File: config.mk
export PLATFORM = sky130hd
export DESIGN_NAME = spi_master_flat
export DESIGN_NICKNAME = d
export VERILOG_FILES = /design/src/rtl/spi_master_if.sv /design/src/rtl/spi_master.sv /design/src/flat_wrapper.sv
export SDC_FILE = /design/constraint.sdc
export NUM_CORES = 1
export LEC_CHECK = 0
export BUFFER_PORTS_ARGS = -buffer_cell sky130_fd_sc_hd__buf_2
export CORE_MARGIN = 2
export CORE_UTILIZATION = 62
export DETAILED_ROUTE_END_ITERATION = 16
export PLACE_DENSITY = 0.89
export SLEW_MARGIN = 15
export SYNTH_ARGS = -nofsm -noshare
export SYNTH_HDL_FRONTEND = slang
export SYNTH_SLANG_ARGS = --single-unit
export TNS_END_PERCENT = 10
File: constraint.sdc
create_clock -name clk -period 3.55 [get_ports clk]
set_input_delay 0.355 -clock clk [delete_from_list [all_inputs] [get_ports clk]]
set_output_delay 0.355 -clock clk [all_outputs]
set_load 0.005 [all_outputs]
File: src/rtl/spi_master_if.sv
// Host-side request/response bundle between the register logic and spi_master.
interface spi_master_if;
    logic        start;
    logic        rw;
    logic [12:0] addr;
    logic [7:0]  wdata;
    logic        busy;
    logic        done;
    logic [7:0]  rdata;

    // Host register logic: issues requests, watches completion.
    modport master (output start, rw, addr, wdata, input busy, done, rdata);
    // SPI engine: consumes requests, reports completion and read data.
    modport slave (input start, rw, addr, wdata, output busy, done, rdata);
endinterface

File: src/rtl/spi_master.sv
// Mode-0 SPI initiator running one 24-bit ADI-style frame
// ({rw, 2'b00, addr[12:0]} then one data byte, MSB first) per accepted start.
// csb, sclk and sdi come straight from flops so the pins never glitch.
module spi_master #(
    parameter int unsigned HALF_PERIOD = 4,  // clk cycles per sclk half-period, >= 1
    parameter int unsigned CS_GAP      = 4   // clk cycles csb stays high before done, >= 1
) (
    input  logic        clk,
    input  logic        rst,
    spi_master_if.slave host,
    output logic        csb,
    output logic        sclk,
    output logic        sdi,
    input  logic        sdo
);
    localparam logic [2:0] IDLE   = 3'd0;
    localparam logic [2:0] SETUP  = 3'd1;
    localparam logic [2:0] SCK_HI = 3'd2;
    localparam logic [2:0] SCK_LO = 3'd3;
    localparam logic [2:0] HOLD   = 3'd4;
    localparam logic [2:0] GAP    = 3'd5;

    // The phase timer is loaded with (length - 1) and the phase ends when it reaches zero.
    localparam int unsigned   TW     = 16;
    localparam logic [TW-1:0] H_LOAD = TW'(HALF_PERIOD - 1);
    localparam logic [TW-1:0] G_LOAD = TW'(CS_GAP - 1);

    logic [2:0]    state;
    logic [TW-1:0] timer;
    logic [22:0]   tx_shift;   // bits still to send after the one currently on sdi
    logic [4:0]    bit_cnt;    // index of the bit currently on the wire, 0..23
    logic          rw_q;
    logic [7:0]    rx_shift;
    logic          busy_q;
    logic          done_q;
    logic [7:0]    rdata_q;

    assign host.busy  = busy_q;
    assign host.done  = done_q;
    assign host.rdata = rdata_q;

    // Frame sequencer: phase timing, pin drive, serialisation and read capture.
    // NOTE: every register here uses non-blocking assignment so all flops update
    // together from pre-edge values; a blocking write would leak new values into
    // later statements of the same edge.
    always_ff @(posedge clk) begin
        if (rst) begin
            state    <= IDLE;
            timer    <= '0;
            tx_shift <= '0;
            bit_cnt  <= '0;
            rw_q     <= 1'b0;
            rx_shift <= '0;
            busy_q   <= 1'b0;
            done_q   <= 1'b0;
            rdata_q  <= '0;
            csb      <= 1'b1;
            sclk     <= 1'b0;
            sdi      <= 1'b0;
        end else begin
            done_q <= 1'b0;
            if (state != IDLE && timer != '0) begin
                timer <= timer - 1'b1;
            end else begin
                case (state)
                    IDLE: begin
                        // Accepting in the done cycle too lets a held start chain frames.
                        if (host.start) begin
                            tx_shift <= {2'b00, host.addr, host.rw ? 8'h00 : host.wdata};
                            rw_q     <= host.rw;
                            bit_cnt  <= '0;
                            csb      <= 1'b0;
                            sdi      <= host.rw;
                            busy_q   <= 1'b1;
                            timer    <= H_LOAD;
                            state    <= SETUP;
                        end
                    end
                    SETUP: begin
                        sclk  <= 1'b1;
                        timer <= H_LOAD;
                        state <= SCK_HI;
                    end
                    SCK_LO: begin
                        // sdo is taken at the edge that raises sclk, i.e. the slave's
                        // value after the previous falling edge.
                        sclk <= 1'b1;
                        if (rw_q && bit_cnt >= 5'd16) begin
                            rx_shift <= {rx_shift[6:0], sdo};
                        end
                        timer <= H_LOAD;
                        state <= SCK_HI;
                    end
                    SCK_HI: begin
                        sclk  <= 1'b0;
                        timer <= H_LOAD;
                        if (bit_cnt == 5'd23) begin
                            sdi   <= 1'b0;
                            state <= HOLD;
                        end else begin
                            sdi      <= tx_shift[22];
                            tx_shift <= {tx_shift[21:0], 1'b0};
                            bit_cnt  <= bit_cnt + 5'd1;
                            state    <= SCK_LO;
                        end
                    end
                    HOLD: begin
                        csb   <= 1'b1;
                        timer <= G_LOAD;
                        state <= GAP;
                    end
                    GAP: begin
                        done_q <= 1'b1;
                        busy_q <= 1'b0;
                        if (rw_q) begin
                            rdata_q <= rx_shift;
                        end
                        state <= IDLE;
                    end
                    default: state <= IDLE;
                endcase
            end
        end
    end
endmodule

File: src/flat_wrapper.sv
// flat-port wrapper written by rule: the top's interface ports become plain ports
module spi_master_flat 
#(
    parameter int unsigned HALF_PERIOD = 4,                                          
    parameter int unsigned CS_GAP      = 4                                                 
)
  (clk, rst, csb, sclk, sdi, sdo, host_start, host_rw, host_addr, host_wdata, host_busy, host_done, host_rdata);
  spi_master_if host_i ();
  input  logic clk;
  input  logic rst;
  output logic csb;
  output logic sclk;
  output logic sdi;
  input  logic sdo;
  input wire logic [$bits(host_i.start)-1:0] host_start;
  input wire logic [$bits(host_i.rw)-1:0] host_rw;
  input wire logic [$bits(host_i.addr)-1:0] host_addr;
  input wire logic [$bits(host_i.wdata)-1:0] host_wdata;
  output wire logic [$bits(host_i.busy)-1:0] host_busy;
  output wire logic [$bits(host_i.done)-1:0] host_done;
  output wire logic [$bits(host_i.rdata)-1:0] host_rdata;
  assign host_i.start = host_start;
  assign host_i.rw = host_rw;
  assign host_i.addr = host_addr;
  assign host_i.wdata = host_wdata;
  assign host_busy = host_i.busy;
  assign host_done = host_i.done;
  assign host_rdata = host_i.rdata;
  spi_master #(.HALF_PERIOD(HALF_PERIOD), .CS_GAP(CS_GAP)) u_core (.clk(clk), .rst(rst), .host(host_i), .csb(csb), .sclk(sclk), .sdi(sdi), .sdo(sdo));
endmodule
* After elaboration in Yosys (flattened, before gate mapping)
Index checks and enable logic that the tools add are counted.
** Word-level totals
- Register bits :: 69
- Output and inout bits :: 13
- Input port bits :: 26
** Operators by class
- Order comparisons :: 1
- Mux-type cells :: 22
- Add/sub/neg operators :: 2
- Reductions and logical operators :: 23
- Equality and inequality tests :: 9
- Bitwise logic cells :: 1
** Operator list (count)
- 2-to-1 mux 23 bit :: 2
- one-hot mux 23 bit (2 select lines) :: 1
- 2-to-1 mux 16 bit :: 2
- one-hot mux 16 bit (2 select lines) :: 1
- AND reduction 3 bit :: 6
- nonzero test 16 bit :: 1
- subtractor 16 x 1 -> 16 bit (second input constant) :: 1
- one-hot mux 3 bit (4 select lines) :: 1
- 2-to-1 mux 5 bit :: 2
- one-hot mux 5 bit (2 select lines) :: 1
- 2-to-1 mux 8 bit :: 1
- one-hot mux 1 bit (2 select lines) :: 4
- nonzero test 2 bit :: 4
- == test 3 x 2 -> 1 bit (second input constant) :: 2
- == test 3 bit (second input constant) :: 2
- 2-to-1 mux 3 bit :: 2
- AND reduction 2 bit :: 3
- nonzero test 3 bit :: 2
- adder 5 x 1 -> 5 bit (second input constant) :: 1
- == test 5 bit (second input constant) :: 1
- >= comparator 5 bit (second input constant) :: 1
- 2-to-1 mux 1 bit :: 5
- inequality test 2 bit (second input constant) :: 2
- AND reduction 4 bit :: 1
- other kinds (7) :: 9

* Depth between registers and ports, before layout
- Depth in word-level cells :: 4
- Depth in mapped cells :: 8
- Depth with buffers taken out :: 6

* Worst setup path after synthesis
Ideal clock, no wire load.
- Kind :: reg2reg
- From :: register u_core.timer[0]
- To :: register u_core.tx_shift[1]
- Slack :: 1.410 ns
- Path buffers :: 1
- Stages on the path, launching flop included :: 8
- Required time :: 3.431 ns
- Clock period less this slack :: 2.140 ns
- Data arrival time :: 2.022 ns
- Cells stage by stage :: dfxtp_1 > inv_1 > ha_1 > or3b_2 > nor4_4 > nand2_1 > buf_2 > o221a_1
** On the way
- Cells in the longest elaborated chain, start to end :: 4
** RTL lines
- start, declared :: line spi_master.sv:29 : logic [TW-1:0] timer;
- start signal, assigned :: line spi_master.sv:63 : timer <= timer - 1'b1;
- nonzero test 16 bit :: line spi_master.sv:62 : if (state != IDLE && timer != '0) begin
- logical AND 1 bit :: line spi_master.sv:62
- NOT 1 bit (no source line)
- AND reduction 4 bit (no source line)
- end signal, assigned :: line spi_master.sv:69 : tx_shift <= {2'b00, host.addr, host.rw ? 8'h00 : host.wdata};
- end signal, assigned :: line spi_master.sv:102 : tx_shift <= {tx_shift[21:0], 1'b0};
- end, declared :: line spi_master.sv:30 : logic [22:0] tx_shift;
No other way between the ends.
A chain may end at the register's enable or synchronous reset.

* Worst setup path after layout
- From :: register u_core.timer[6]
- To :: register u_core.rx_shift[5]
** On the way
- Cells in the longest elaborated chain, start to end :: 4
** RTL lines
- nonzero test 16 bit :: line spi_master.sv:62
- logical AND 1 bit :: line spi_master.sv:62
- NOT 1 bit (no source line)
- AND reduction 3 bit (no source line)
- end signal, assigned :: line spi_master.sv:89 : rx_shift <= {rx_shift[6:0], sdo};
- end, declared :: line spi_master.sv:33 : logic [7:0] rx_shift;
No other way between the ends.

==> flow_summary.toml <==
[setup_path]
cp_max_fo = 11
path_buf_inv = 0
start_kind = "register"
cp.arrival_ps = 2930
crit_path_end_kind = "register"
critPathMaxStageDelay_ps = 810
cp_slowest_cell = "nor4_4"
worstPathRequired_ps = 3820
crit_family = "simple AND/OR/NAND/NOR gates"
crit_chain = "nor4_1 > nand4_1 > nor4_4 > mux2i_1"
worstSetupPathType = "reg -> reg"

[drt]
drt-total-wl_um = 8080
drc = 0
vias = 3215
first_pass_iters = 5
wl_per_cell_um = 16.8
final_antenna_net_count = 0
vias_per_cell = 6.67
dr.first_iter.drc_count = 301

[die]
start_util_pct = 65.3
rows = 26
die_width_um = 77.8
die_h_um = 77.8
dieArea_um2 = 6050
boundaryPins = 39
core-area_um2 = 5170

[global_routing]
antenna_found_initial = 0
first_global_vias = 3102
grt_max_degree = 30
overflow = 0
grt_usage_pct = 28.6
grt_first_pass_wirelength_um = 14000

[timing]
maxSlewViolCount = 0
tightest_slew_ps = 755
slew_headroom_pct = 49.6
finalCritPeriodShare_pct = 74.8
setup_viol_count_final = 0
hold_viol_final = 0
setup_tns_ps = 0
rsz0062_at_grt = "false"
fin_crit_ps = 2650
max_freq_mhz = 377
finalClockSkew_ps = 7.33
whs_ps = 256

[layout]
drive_gt1_share_pct = 16.7
design_area_um2 = 3780
num_antenna_cells = 0
fin_nets = 437
fin_cells = 482
area.growth.synth_to_final_pct = 11.9
utilization_pct = 73.1

[clocking]
cts_root_buffer = "clkbuf_8"
cts_max_level = 3
cts.clk_slew.worst_paths_ps = 70
clk_latency_ps = 340
cts.sinks = 69
ctsResizeCount = 0
cts-buffers-inserted = 9
cts.path.max_buffers = 2
cts_tree = "done"
cts_hold_buf = 0
post_cts_buffers = 0

[yosys]
ys_warn_count = 0
ys_seq_area_share_pct = 40.9
ys_types = 45
syn-cell-area_um2 = 3380
syn_nets = 410
ys_ff_latch = 69
synthCells = 382
syn_avg_cell_area_um2 = 8.84

[power_and_ir_drop]
vdd_ir_drop_max_v = 0.000357
p_leak_nw = 1.36
powerDensity_nw_per_um2 = 751

[worst_hold_path]
hold_path.class = "in -> reg"

[placement]
globalplace.congestion = 0.879
placed_area_um2 = 3580
dpl.hpwl_um = 5280
dp.cells = 468
portBuffers = 38

[run]
drv_cap = 0

[outcome]
outcome = "complete, no violations"
-- cells by family (layout without fill, tap and decap cells) --
group,after synthesis,in the layout,share of synthesized area [%]
flops,69,69,40.9
buf+inv,34,64,4.34
mux,15,15,4.45
fa+ha+maj,2,2,0.741
simple gates,138,138,23.9
compound gates,124,124,25.7
-- final cells by class --
type,count,area (um2)
multi-input combinational,279,1850
fill,373,1390
sequential,69,1380
timing repair buffer,45,243
clock buffer,13,169
tap,70,87.6
clock inverter,1,30.0
inverter,5,18.8
-- cell usage in the layout, fill, tap and decap left out, types with 3 or more instances in the layout --
cell / synthesis / layout
clkbuf_8: 0 / 12
o31ai_1: 6 / 6
or4_1: 10 / 10
nand2_1: 27 / 27
nor3b_1: 3 / 3
or3_1: 5 / 5
o221a_1: 20 / 20
a21oi_1: 41 / 41
a211oi_1: 4 / 4
nor3_1: 8 / 8
inv_1: 5 / 5
dfxtp_1: 69 / 69
a31oi_1: 6 / 6
nor4_4: 3 / 3
nand3b_1: 3 / 3
o32ai_1: 13 / 13
nand2b_1: 9 / 9
o21ai_0: 23 / 23
nor4_1: 3 / 3
mux2i_1: 15 / 15
buf_4: 1 / 7
buf_2: 6 / 38
nor2_1: 28 / 28
nand4b_1: 3 / 3
nand3_1: 11 / 11
nand4_1: 15 / 15
-- state kept, by name, summed over array words and instances (netlist names), 3 cells and up --
signal	flops
u_core.tx_shift	23
u_core.timer	16
u_core.host.rdata	8
u_core.rx_shift	8
u_core.bit_cnt	5
u_core.state	3
-- per-layer routing --
layer	track usage, %	routed length, um	vias to the layer above
li1	-	-	1529
met1	34.7	3540	1569
met2	49.2	3980	99
met3	4.88	411	18
met4	12.9	139	0
met5	0	0	-
-- per-stage QoR --
step / setup slack [ps] / power [mW]
finish: 896 / 2.84
global route: 674 / 3.00
CTS: 952 / 2.82
detailed placement: 984 / 2.16
global placement: 1050 / 2.11
floorplan: 1410 / 1.93
-- cells in the mapped netlist, drive strengths merged --
master | count | area share (%)
nand2b | 9 | 1.7
nor3 | 8 | 1.2
a211o | 1 | 0.26
dfxtp | 69 | 41
o41ai | 1 | 0.26
mux2i | 15 | 4.4
nor3b | 3 | 0.67
and4b | 1 | 0.30
a21boi | 1 | 0.22
o32ai | 13 | 3.4
or4 | 10 | 2.2
o21ai | 25 | 3.7
nor4b | 1 | 0.44
a22o | 1 | 0.26
a31oi | 6 | 1.1
nand3b | 3 | 0.67
or3 | 5 | 0.93
nor2 | 28 | 3.1
ha | 2 | 0.74
or3b | 2 | 0.52
o21a | 2 | 0.44
a221oi | 1 | 0.44
o221a | 20 | 6.7
buf | 10 | 1.7
nand3 | 11 | 1.6
nand4 | 15 | 2.8
or4b | 2 | 0.59
a211oi | 5 | 1.3
o31ai | 6 | 1.3
o211a | 1 | 0.30
nand2 | 27 | 3.0
and3 | 1 | 0.19
inv | 5 | 0.56
clkbuf | 19 | 2.1
nor2b | 2 | 0.37
nand4b | 3 | 0.78
nor4 | 7 | 2.8
a21oi | 41 | 6.1
-- where the power goes --
group | switching [mW] | internal, mW
registers | 0.157 | 0.918
logic | 0.707 | 0.401
clock network | 0.282 | 0.375
-- tightest hold or removal path, delay by kind of cell --
kind | cells | cell delay (ps)
and+or+nand+nor | 1 | 50
buffers and inverters | 1 | 90
muxes | 1 | 60
-- final timing paths --
| kind | start | endpoint | slack (ps) | depth (start not counted) |
|---|---|---|---|---|
| worst max-delay path | u_core.timer[6] | u_core.rx_shift[5] | 900 | 4 |
| worst min-delay path | sdo | u_core.rx_shift[0] | 260 | 3 |
| worst max register to register | u_core.timer[6] | u_core.rx_shift[5] | 900 | 4 |
| worst min register to register | u_core.rx_shift[1] | u_core.host.rdata[1] | 480 | 2 |
(Power assumes the default switching activity.)
